===== config.mk =====
export PLATFORM = sky130hd
export DESIGN_NAME = d_lock_ctrl
export DESIGN_NICKNAME = d
export VERILOG_FILES = /design/src/rtl/d_lock_pkg.sv /design/src/rtl/d_lock_code_buf.sv /design/src/rtl/d_lock_ctrl.sv
export SDC_FILE = /design/constraint.sdc
export NUM_CORES = 1
export LEC_CHECK = 0
export ABC_AREA = 1
export CORE_ASPECT_RATIO = 0.9
export CORE_MARGIN = 1.5
export CORE_UTILIZATION = 50
export CTS_CLUSTER_DIAMETER = 60
export DETAILED_ROUTE_END_ITERATION = 10
export DONT_BUFFER_PORTS = 1
export PLACE_DENSITY = 0.68
export REMOVE_ABC_BUFFERS = 1
export SLEW_MARGIN = 0
export SYNTH_ARGS = -nofsm -noshare
export SYNTH_HDL_FRONTEND = slang
export SYNTH_SLANG_ARGS = --single-unit

===== constraint.sdc =====
create_clock -name clk_in -period 2.4 [get_ports clk_in]
set_input_delay 0.48 -clock clk_in [delete_from_list [all_inputs] [get_ports clk_in]]
set_output_delay 0.48 -clock clk_in [all_outputs]
set_load 0.05 [all_outputs]

===== src/rtl/d_lock_pkg.sv =====
// Shared definitions for the digital lock controller and the timer block.
package d_lock_pkg;

  localparam int CODE_LEN_DEF = 4;
  localparam int DIGIT_W_DEF  = 4;
  localparam int MAX_ERR_DEF  = 3;

  // The timer block sizes its error input with this width too.
  localparam int ERR_W = 3;
  // Wide enough to hold CODE_LEN (up to 8) as a count.
  localparam int IDX_W = 4;

  typedef enum logic [2:0] {
    S_OPEN    = 3'd0,
    S_SET     = 3'd1,
    S_LOCKED  = 3'd2,
    S_ENTRY   = 3'd3,
    S_CHECK   = 3'd4,
    S_LOCKOUT = 3'd5
  } state_e;

  // Error count plus one, saturating at the limit.
  function automatic logic [ERR_W-1:0] err_inc(input logic [ERR_W-1:0] e,
                                               input logic [ERR_W-1:0] lim);
    return (e >= lim) ? lim : e + 1'b1;
  endfunction

endpackage


===== src/rtl/d_lock_code_buf.sv =====
// Digit capture buffer: writes digits MSB-first at an incrementing index,
// reports full once CODE_LEN digits are held, and clears on request.
module d_lock_code_buf
  import d_lock_pkg::*;
#(
  parameter int CODE_LEN = CODE_LEN_DEF,
  parameter int DIGIT_W  = DIGIT_W_DEF
) (
  input  logic                         clk_in,
  input  logic                         rst_n,
  input  logic                         i_clear,
  input  logic                         i_wr,
  input  logic [DIGIT_W-1:0]           i_digit,
  output logic [CODE_LEN*DIGIT_W-1:0]  o_data,
  output logic [IDX_W-1:0]             o_idx,
  output logic                         o_full
);

  logic [CODE_LEN*DIGIT_W-1:0] r_data;
  logic [IDX_W-1:0]            r_idx;
  logic                        w_full;

  assign w_full = (r_idx == IDX_W'(CODE_LEN));

  // Capture a digit at the current index; clear wins over a write.
  always_ff @(posedge clk_in) begin
    if (!rst_n) begin
      r_data <= '0;
      r_idx  <= '0;
    end else if (i_clear) begin
      r_data <= '0;
      r_idx  <= '0;
    end else if (i_wr && !w_full) begin
      r_data[(CODE_LEN-1-int'(r_idx))*DIGIT_W +: DIGIT_W] <= i_digit;
      r_idx <= r_idx + 1'b1;
    end
  end

  assign o_data = r_data;
  assign o_idx  = r_idx;
  assign o_full = w_full;

endmodule


===== src/rtl/d_lock_ctrl.sv =====
// Lock-side controller: collects keypad digits, holds and compares the code,
// counts failed attempts and drives the timer/LED block's control inputs.
// Handshake: the btn_* inputs are single-cycle strobes, consumed in the cycle
// they are high; enb_cnt/disable_cnt are single-cycle strobes to the timer.
module d_lock_ctrl
  import d_lock_pkg::*;
#(
  parameter int CODE_LEN = CODE_LEN_DEF,
  parameter int DIGIT_W  = DIGIT_W_DEF,
  parameter int MAX_ERR  = MAX_ERR_DEF,
  parameter logic [CODE_LEN*DIGIT_W-1:0] DEFAULT_CODE = 16'h1234
) (
  input  logic               clk_in,
  input  logic               rst_n,
  input  logic [DIGIT_W-1:0] sw_digit,
  input  logic               btn_enter,
  input  logic               btn_set,
  input  logic               btn_lock,
  input  logic               enb_set,
  input  logic               enb_inp,
  input  logic               timer_reset,
  output logic               enb_lock,
  output logic               enb_cnt,
  output logic               disable_cnt,
  output logic               ignore,
  output logic               gen_stop,
  output logic [ERR_W-1:0]   error_counter,
  output logic [2:0]         digit_idx,
  output state_e             o_state_dbg
);

  localparam logic [ERR_W-1:0] ERR_LIM = ERR_W'(MAX_ERR);

  state_e                      r_state, w_state_nxt, w_fail_st;
  logic [CODE_LEN*DIGIT_W-1:0] r_code;
  logic [ERR_W-1:0]            r_err, w_err_nxt, w_err_inc;
  logic                        r_enb_lock, r_enb_cnt, r_dis, r_ignore, r_gen_stop;
  logic                        w_enb_cnt_nxt, w_dis_nxt, w_code_load, w_match;
  logic                        w_ent_clr, w_ent_wr, w_ent_full;
  logic                        w_set_clr, w_set_wr, w_set_full;
  logic [CODE_LEN*DIGIT_W-1:0] w_ent_data, w_set_data;
  logic [IDX_W-1:0]            w_ent_idx, w_set_idx;

  d_lock_code_buf #(.CODE_LEN(CODE_LEN), .DIGIT_W(DIGIT_W)) u_entry_buf (
    .clk_in (clk_in),    .rst_n  (rst_n),
    .i_clear(w_ent_clr), .i_wr   (w_ent_wr),  .i_digit(sw_digit),
    .o_data (w_ent_data), .o_idx (w_ent_idx), .o_full (w_ent_full)
  );

  d_lock_code_buf #(.CODE_LEN(CODE_LEN), .DIGIT_W(DIGIT_W)) u_set_buf (
    .clk_in (clk_in),    .rst_n  (rst_n),
    .i_clear(w_set_clr), .i_wr   (w_set_wr),  .i_digit(sw_digit),
    .o_data (w_set_data), .o_idx (w_set_idx), .o_full (w_set_full)
  );

  assign w_match   = (w_ent_data == r_code);
  assign w_err_inc = err_inc(r_err, ERR_LIM);
  assign w_fail_st = (w_err_inc == ERR_LIM) ? S_LOCKOUT : S_LOCKED;

  // Next-state, buffer control and next output values.
  always_comb begin
    w_state_nxt   = r_state;
    w_err_nxt     = r_err;
    w_enb_cnt_nxt = 1'b0;
    w_dis_nxt     = 1'b0;
    w_code_load   = 1'b0;
    w_ent_clr     = 1'b0;
    w_ent_wr      = 1'b0;
    w_set_clr     = 1'b0;
    w_set_wr      = 1'b0;
    case (r_state)
      S_OPEN: begin
        if (btn_lock)                w_state_nxt = S_LOCKED;
        else if (btn_set && enb_set) w_state_nxt = S_SET;
      end
      S_SET: begin
        if (w_set_full) begin
          w_code_load = 1'b1;
          w_set_clr   = 1'b1;
          w_state_nxt = S_OPEN;
        end else if (!enb_set) begin
          w_set_clr   = 1'b1;
          w_state_nxt = S_OPEN;
        end else if (btn_enter) begin
          w_set_wr = 1'b1;
        end
      end
      S_LOCKED: begin
        if (btn_enter && enb_inp) begin
          w_ent_wr      = 1'b1;
          w_enb_cnt_nxt = 1'b1;
          w_state_nxt   = S_ENTRY;
        end
      end
      S_ENTRY: begin
        // An abort discards any digit presented in the same cycle.
        if (timer_reset) begin
          w_ent_clr   = 1'b1;
          w_err_nxt   = w_err_inc;
          w_state_nxt = w_fail_st;
        end else if (w_ent_full) begin
          w_state_nxt = S_CHECK;
        end else if (btn_enter && enb_inp) begin
          w_ent_wr = 1'b1;
        end
      end
      S_CHECK: begin
        w_dis_nxt = 1'b1;
        w_ent_clr = 1'b1;
        if (w_match) begin
          w_err_nxt   = '0;
          w_state_nxt = S_OPEN;
        end else begin
          w_err_nxt   = w_err_inc;
          w_state_nxt = w_fail_st;
        end
      end
      S_LOCKOUT: begin
        if (timer_reset) begin
          w_err_nxt   = '0;
          w_state_nxt = S_LOCKED;
        end
      end
      default: w_state_nxt = S_OPEN;
    endcase
  end

  // State, stored code and registered outputs.
  always_ff @(posedge clk_in) begin
    if (!rst_n) begin
      r_state    <= S_OPEN;
      r_code     <= DEFAULT_CODE;
      r_err      <= '0;
      r_enb_lock <= 1'b0;
      r_enb_cnt  <= 1'b0;
      r_dis      <= 1'b0;
      r_ignore   <= 1'b0;
      r_gen_stop <= 1'b0;
    end else begin
      r_state    <= w_state_nxt;
      if (w_code_load) r_code <= w_set_data;
      r_err      <= w_err_nxt;
      r_enb_lock <= (w_state_nxt != S_OPEN) && (w_state_nxt != S_SET);
      r_enb_cnt  <= w_enb_cnt_nxt;
      r_dis      <= w_dis_nxt;
      r_ignore   <= (w_state_nxt == S_LOCKOUT) || ((w_state_nxt == S_ENTRY) && !enb_inp);
      r_gen_stop <= (w_state_nxt == S_LOCKOUT);
    end
  end

  assign enb_lock      = r_enb_lock;
  assign enb_cnt       = r_enb_cnt;
  assign disable_cnt   = r_dis;
  assign ignore        = r_ignore;
  assign gen_stop      = r_gen_stop;
  assign error_counter = r_err;
  // Only one buffer is ever non-empty, so the OR selects the active count.
  assign digit_idx     = w_ent_idx[2:0] | w_set_idx[2:0];
  assign o_state_dbg   = r_state;

endmodule


Word-level counts from Yosys, hierarchy flattened
Cells that the tools add are included.
{"block": "word_totals", "inputBits": 12, "mem_count": 0, "elab_cells": 91, "mem_bits_rw": 0, "latchBits": 0, "regBits": 67, "romBits": 0}
{"block": "classes", "reduce_logical": 17, "n_addsub": 7, "div": 0, "n_eq_ne": 14, "order_cmp": 1, "shift": 4, "n_mul": 0, "bitwise_logic": 2, "mux": 34}
{"operator": "negator 32 -> 33 bit", "count": 2}
{"operator": "variable shift 4 x 33 -> 16 bit, first input constant", "count": 2}
{"operator": "variable part select 4 x 33 -> 16 bit", "count": 2}
{"operator": "2-to-1 mux 3 bit", "count": 14}
{"operator": "bitwise mux 16 bit", "count": 2}
{"operator": "one-hot mux 3 bit (6 select lines)", "count": 1}
{"operator": "equality test 16 bit", "count": 1}
{"operator": "2-to-1 mux 1 bit", "count": 14}
{"operator": "equality test 3 x 2 -> 1 bit, second input constant", "count": 4}
{"operator": "subtractor 2 x 4 -> 5 bit, first input constant", "count": 2}
{"operator": "equality test 3 bit, second input constant", "count": 3}
{"operator": "one-hot mux 3 bit (3 select lines)", "count": 1}
{"operator": "adder 4 x 1 -> 4 bit, second input constant", "count": 2}
{"operator": "equality test 4 x 3 -> 1 bit, second input constant", "count": 2}
{"operator": "logical AND 1 bit", "count": 6}
{"operator": "nonzero test 3 bit", "count": 2}
{"operator": "!= test 2 bit, second input constant", "count": 2}
{"operator": "one-hot mux 1 bit (2 select lines)", "count": 2}
{"operator": "OR reduction 2 bit", "count": 2}
{"operator": "adder 3 x 1 -> 3 bit, second input constant", "count": 1}
{"operator": "equality test 3 x 1 -> 1 bit, second input constant", "count": 1}
{"operator": "greater-or-equal comparator 3 x 2 -> 1 bit, second input constant", "count": 1}
{"operator": "zero test 1 bit", "count": 3}
{"operator": "zero test 3 bit", "count": 1}
{"operator": "6 further kinds", "count": 6}

Logic depth before layout (Yosys ltp)
{"block": "logic_depth", "word_depth": 9, "mapped_depth": 14, "depth_no_buf": 14}

Modules after synthesis
A second synthesis with hierarchy kept.
{"block": "unflattened", "cells_unflattened": 636, "hier_area_um2": 4149.0}
{"mod": "d_lock_ctrl", "area_each_um2": 1631.6, "instances": 1, "cells_each": 260, "seq_area_each_um2": 540.5}
{"mod": "d_lock_code_buf (u_set_buf)", "area_each_um2": 1281.2, "instances": 1, "cells_each": 186, "seq_area_each_um2": 400.4}
{"mod": "d_lock_code_buf (u_entry_buf)", "area_each_um2": 1236.2, "instances": 1, "cells_each": 190, "seq_area_each_um2": 400.4}

Worst setup path before layout
Ideal clock, no wire load.
{"block": "synth_timing", "path_kind": "flip-flop to flip-flop", "from": "register u_entry_buf.r_idx[2] (netlist: u_entry_buf.o_idx[2])", "to": "register u_entry_buf.r_data[13] (netlist: u_entry_buf.o_data[13])", "n_path_buf": 0, "path_slack_ns": 0.317, "stages_incl_launch_ff": 12, "arrival_time_ns": 2.014, "synth_period_minus_slack_ns": 2.083, "cell_sequence": "dfxtp_1 > inv_2 > ha_1 > nand4_1 > ha_1 > nor2_1 > nand3_1 > nor2_1 > nand3_1 > nor3_4 > o21ai_1 > a21oi_1"}
{"block": "synth_via", "elab_chain_len": 5}
{"element": "start: declaration", "line": "d_lock_code_buf.sv:20", "rtl": "logic [IDX_W-1:0] r_idx;"}
{"element": "start signal: assignment", "line": "d_lock_code_buf.sv:35", "rtl": "r_idx <= r_idx + 1'b1;"}
{"element": "branches (longest 5 deep; another with negator 32 -> 33 bit)"}
{"element": "end signal: indexed assignment", "line": "d_lock_code_buf.sv:34", "rtl": "r_data[(CODE_LEN-1-int'(r_idx))*DIGIT_W +: DIGIT_W] <= i_digit;"}
{"element": "end: declaration", "line": "d_lock_code_buf.sv:19", "rtl": "logic [CODE_LEN*DIGIT_W-1:0] r_data;"}
Parallel ways; which one is timed is not known.
A chain may end at the register's enable or synchronous reset.

Final worst setup path
{"block": "layout_timing", "from": "register u_set_buf.r_idx[2] (netlist: u_set_buf.o_idx[2])", "to": "register u_set_buf.r_data[10] (netlist: u_set_buf.o_data[10])"}
{"block": "layout_via", "elab_chain_len": 4}
{"element": "start: declaration", "line": "d_lock_code_buf.sv:20"}
{"element": "start signal: assignment", "line": "d_lock_code_buf.sv:35"}
{"element": "subtractor 2 x 4 -> 5 bit or equality test 4 x 3 -> 1 bit (tied branches)", "line": "d_lock_code_buf.sv:34, d_lock_code_buf.sv:23"}
{"element": "negator 32 -> 33 bit or 2-to-1 mux 1 bit (tied branches)", "line": "d_lock_code_buf.sv:34, d_lock_ctrl.sv:77"}
{"element": "variable part select 4 x 33 -> 16 bit, or another cell as far along", "line": "d_lock_code_buf.sv:34"}
{"element": "bitwise mux 16 bit, or another cell as far along", "line": "d_lock_code_buf.sv:34"}
{"element": "end signal: indexed assignment", "line": "d_lock_code_buf.sv:34"}
{"element": "end: declaration", "line": "d_lock_code_buf.sv:19"}
Parallel ways exist; a longest one is shown, timed or not.

==> metrics.yaml <==
status: "complete, no violations"
final_common_cell: "nand2_1"
grtUsageTotal_pct: 22.9
overflow: 0
ctsRootBufferMaster: "clkbuf_8"
drv_slew: 0
avgSynthCellArea_um2: 6.79
synth_adder_area_share_pct: 6.19
netlist_instances: 536
clock_path_buffers: 2
chipHeight_um: 83.9
fin_tns_setup_ns: 0
synth_edf_count: 0
fin_nets: 584
wirelength_um: 8080
maxCapViolCount: 0
antenna_found_initial: 0
route.detailed.drc: 0
cpPeakStageDelay_ns: 0.35
numPortBuffers: 0
grt_pass1_wl_um: 14100
seqCellArea_um2: 1350
crit_type: "register to register"
clk_pin_slew_ns: 0.07
hold_ws_ns: 0.225
rows: 29
gp_congestion: 0.840
combinationalPowerShare_pct: 10.3
crit_path_end_kind: "register"
ys.flop_type: "dfxtp_1"
grt_pass1_vias: 3102
dieArea_um2: 7800
clock-sinks: 67
drive_above_1_share_pct: 12.7
setup_violations: 0
relSlewSlack_pct: 55.4
viasPerCell: 4.99
tightest_slew_ns: 0.666
die_w_um: 92.9
async_reset_ff_share_pct: 0
powerDensity_nw_per_um2: 572
clkPwrFrac_pct: 40.2
synth_seq_cells: 67
drt-pass1-iter-count: 4
synth_cell_types: 36
switchingPower_mw: 0.623
synth_compound_area_share_pct: 12.9
dpl.hpwl_um: 6100
vias: 3247
cp.arrival_ns: 2.40
syn_area_um2: 3640
initial_core_util_pct: 51.7
most-common-layout-cells: "114 x nand2_1, 97 x nor2_1, 69 x inv_1, 64 x dfxtp_1, 31 x a21oi_1"
cp-start-kind: "register"
cp.buffers_inverters: 1
finalClockSkew_ns: 0.00913
cts_tree: "yes"
max_freq_mhz: 462
cts_made_buffers: 9
seq_power_share_pct: 49.5
finalHoldViolations: 0
fin_crit_ns: 2.17
critPathTopFamily: "simple AND/OR/NAND/NOR gates"
synth_mux_area_share_pct: 0
path_cells: "inv_2, ha_4, nand4_1, ha_1, nor2_1, nand3_1, nor2_1, nand2_1, nor2_1, nand2_1, o21ai_0, nor2_1"
ant_nets: 0
ioPinCount: 26
rsz0062_at_grt: "no"
core_area_um2: 7040
htreeDepth: 3
max-vdd-ir-drop_mv: 0.367
yosysSeqAreaShare_pct: 36.9
insertion_delay_ns: 0.34
fin_crit_sh_pct: 90.3
crit_path_frequent_cell: "nor2_1"
synth_top_family_by_area: "simple AND/OR/NAND/NOR gates"
drt_iter0_drc: 161
crit_slowest_cell: "dfxtp_1"
leakagePower_nw: 1.84
multi_input_comb_area_um2: 1990
yosys.area_share.simple_pct: 33.0
ys_warn_count: 0
switching_share_pct: 26.8
fillCellCount: 678
diodes: 0
hp-class: "input pin to register"
crit_path_max_fanout: 8
synth_xor_area_share_pct: 1.38
grt_max_degree: 21
wl_per_cell_um: 12.4
internal-power_mw: 1.71
syn2layout_area_growth_pct: 11.8
cp_data_required_time_ns: 2.64
[stage by stage]
step | area [um2] | power, mW | instances | setup WS, ns | utilization (%)
6_report | 4070 | 2.33 | 651 | 0.233 | 57.8
5_1_grt | 4070 | 2.43 | 651 | 0.000376 | 57.8
4_1_cts | 4010 | 2.34 | 650 | 0.0481 | 57.0
3_5_place_dp | 3820 | 1.41 | 635 | 0.0828 | 54.3
3_3_place_gp | 3820 | 1.40 | 635 | 0.167 | 54.3
2_1_floorplan | 3610 | 1.35 | 529 | 0.301 | -
[final timing paths]
path	from	to	slack, ns	cells past startpoint
hold / removal	rst_n	r_code[5]$_SDFFE_PN1P_	0.23	1
setup / recovery	u_set_buf.o_idx[2]$_SDFFE_PP0P_	u_set_buf.o_data[10]$_SDFFE_PP0P_	0.23	12
hold reg to reg	u_set_buf.o_data[1]$_SDFFE_PP0P_	r_code[1]$_SDFFE_PN0P_	0.45	2
setup reg to reg	u_set_buf.o_idx[2]$_SDFFE_PP0P_	u_set_buf.o_data[10]$_SDFFE_PP0P_	0.23	12
[cells by family (layout without fill, tap and decap cells)]
group                      Yosys count  in the layout
xor gates and xnor gates             4              4
DFF                                 67             67
adders and majority gates           18             18
and+or+nand+nor                    267            267
AOI/OAI and AO/OA                   88             88
buffers and inverters               92            114
[layer usage]
metal | GRT usage [%] | routed length, um
met1 | 30.7 | 4060
met2 | 36.3 | 3720
met3 | 6.10 | 270
met4 | 5.65 | 34
met5 | 0 | 0
[flip-flops by register name, indices dropped and copies added, names as in the netlist]
register            flops
error_counter           3
o_state_dbg             3
u_entry_buf.o_idx       4
u_set_buf.o_idx         4
enb_cnt                 1
r_code                 16
u_set_buf.o_data       16
gen_stop                1
disable_cnt             1
ignore                  1
enb_lock                1
u_entry_buf.o_data     16
[synthesized netlist by cell type (2+ instances only)]
| cell | instances | area, um2 |
|---|---|---|
| o21ai_1 | 26 | 130 |
| nand2_2 | 3 | 18.8 |
| nor3_1 | 5 | 25.0 |
| nor2_4 | 3 | 33.8 |
| nand2_1 | 114 | 428 |
| buf_2 | 2 | 10.0 |
| nand4_1 | 11 | 68.8 |
| ha_1 | 18 | 225 |
| nor3b_1 | 2 | 15.0 |
| clkbuf_1 | 4 | 15.0 |
| nor3_4 | 4 | 65.1 |
| inv_1 | 69 | 259 |
| nor2_1 | 98 | 368 |
| a21oi_1 | 31 | 155 |
| o211ai_1 | 4 | 30.0 |
| nor3_2 | 2 | 20.0 |
| o21ai_0 | 23 | 115 |
| nand3_2 | 2 | 20.0 |
| inv_2 | 14 | 52.6 |
| a211oi_1 | 3 | 22.5 |
| nor2_2 | 3 | 18.8 |
| nand3_1 | 14 | 70.1 |
| clkinv_1 | 2 | 7.51 |
| dfxtp_1 | 67 | 1340 |
[area by class of cell]
cell class,instances,share of cell area [%]
Inverter,85,7.84
Tap cell,93,2.86
Clock buffer,11,3.48
Timing Repair Buffer,14,2.58
Clock inverter,4,1.26
Sequential cell,67,33.1
Multi-Input combinational cell,377,48.9
[worst register-to-register path, cell delays in order (launching register included)]
cell and delay, ns:
dfxtp_1 0.35, inv_2 0.14, ha_4 0.20, nand4_1 0.12, ha_1 0.33, nor2_1 0.11, nand3_1 0.07, nor2_1 0.10
nand2_1 0.12, nor2_1 0.10, nand2_1 0.11, o21ai_0 0.25, nor2_1 0.06
[power by group through the flow]
| stage | combinational [mW] | clock [mW] | sequential (mW) |
|---|---|---|---|
| 6_report | 0.241 | 0.936 | 1.15 |
| 2_1_floorplan | 0.159 | 0 | 1.19 |
| 3_3_place_gp | 0.226 | 0 | 1.18 |
| 5_1_grt | 0.270 | 1.01 | 1.15 |
| 3_5_place_dp | 0.229 | 0 | 1.18 |
| 4_1_cts | 0.230 | 0.955 | 1.15 |
[what timing repair did]
item	CTS	global route
hold buffers	0	0
resized for setup	0	11
setup buffers	0	1
setup endpoints to repair	0	29
(Power assumes the default switching activity.)
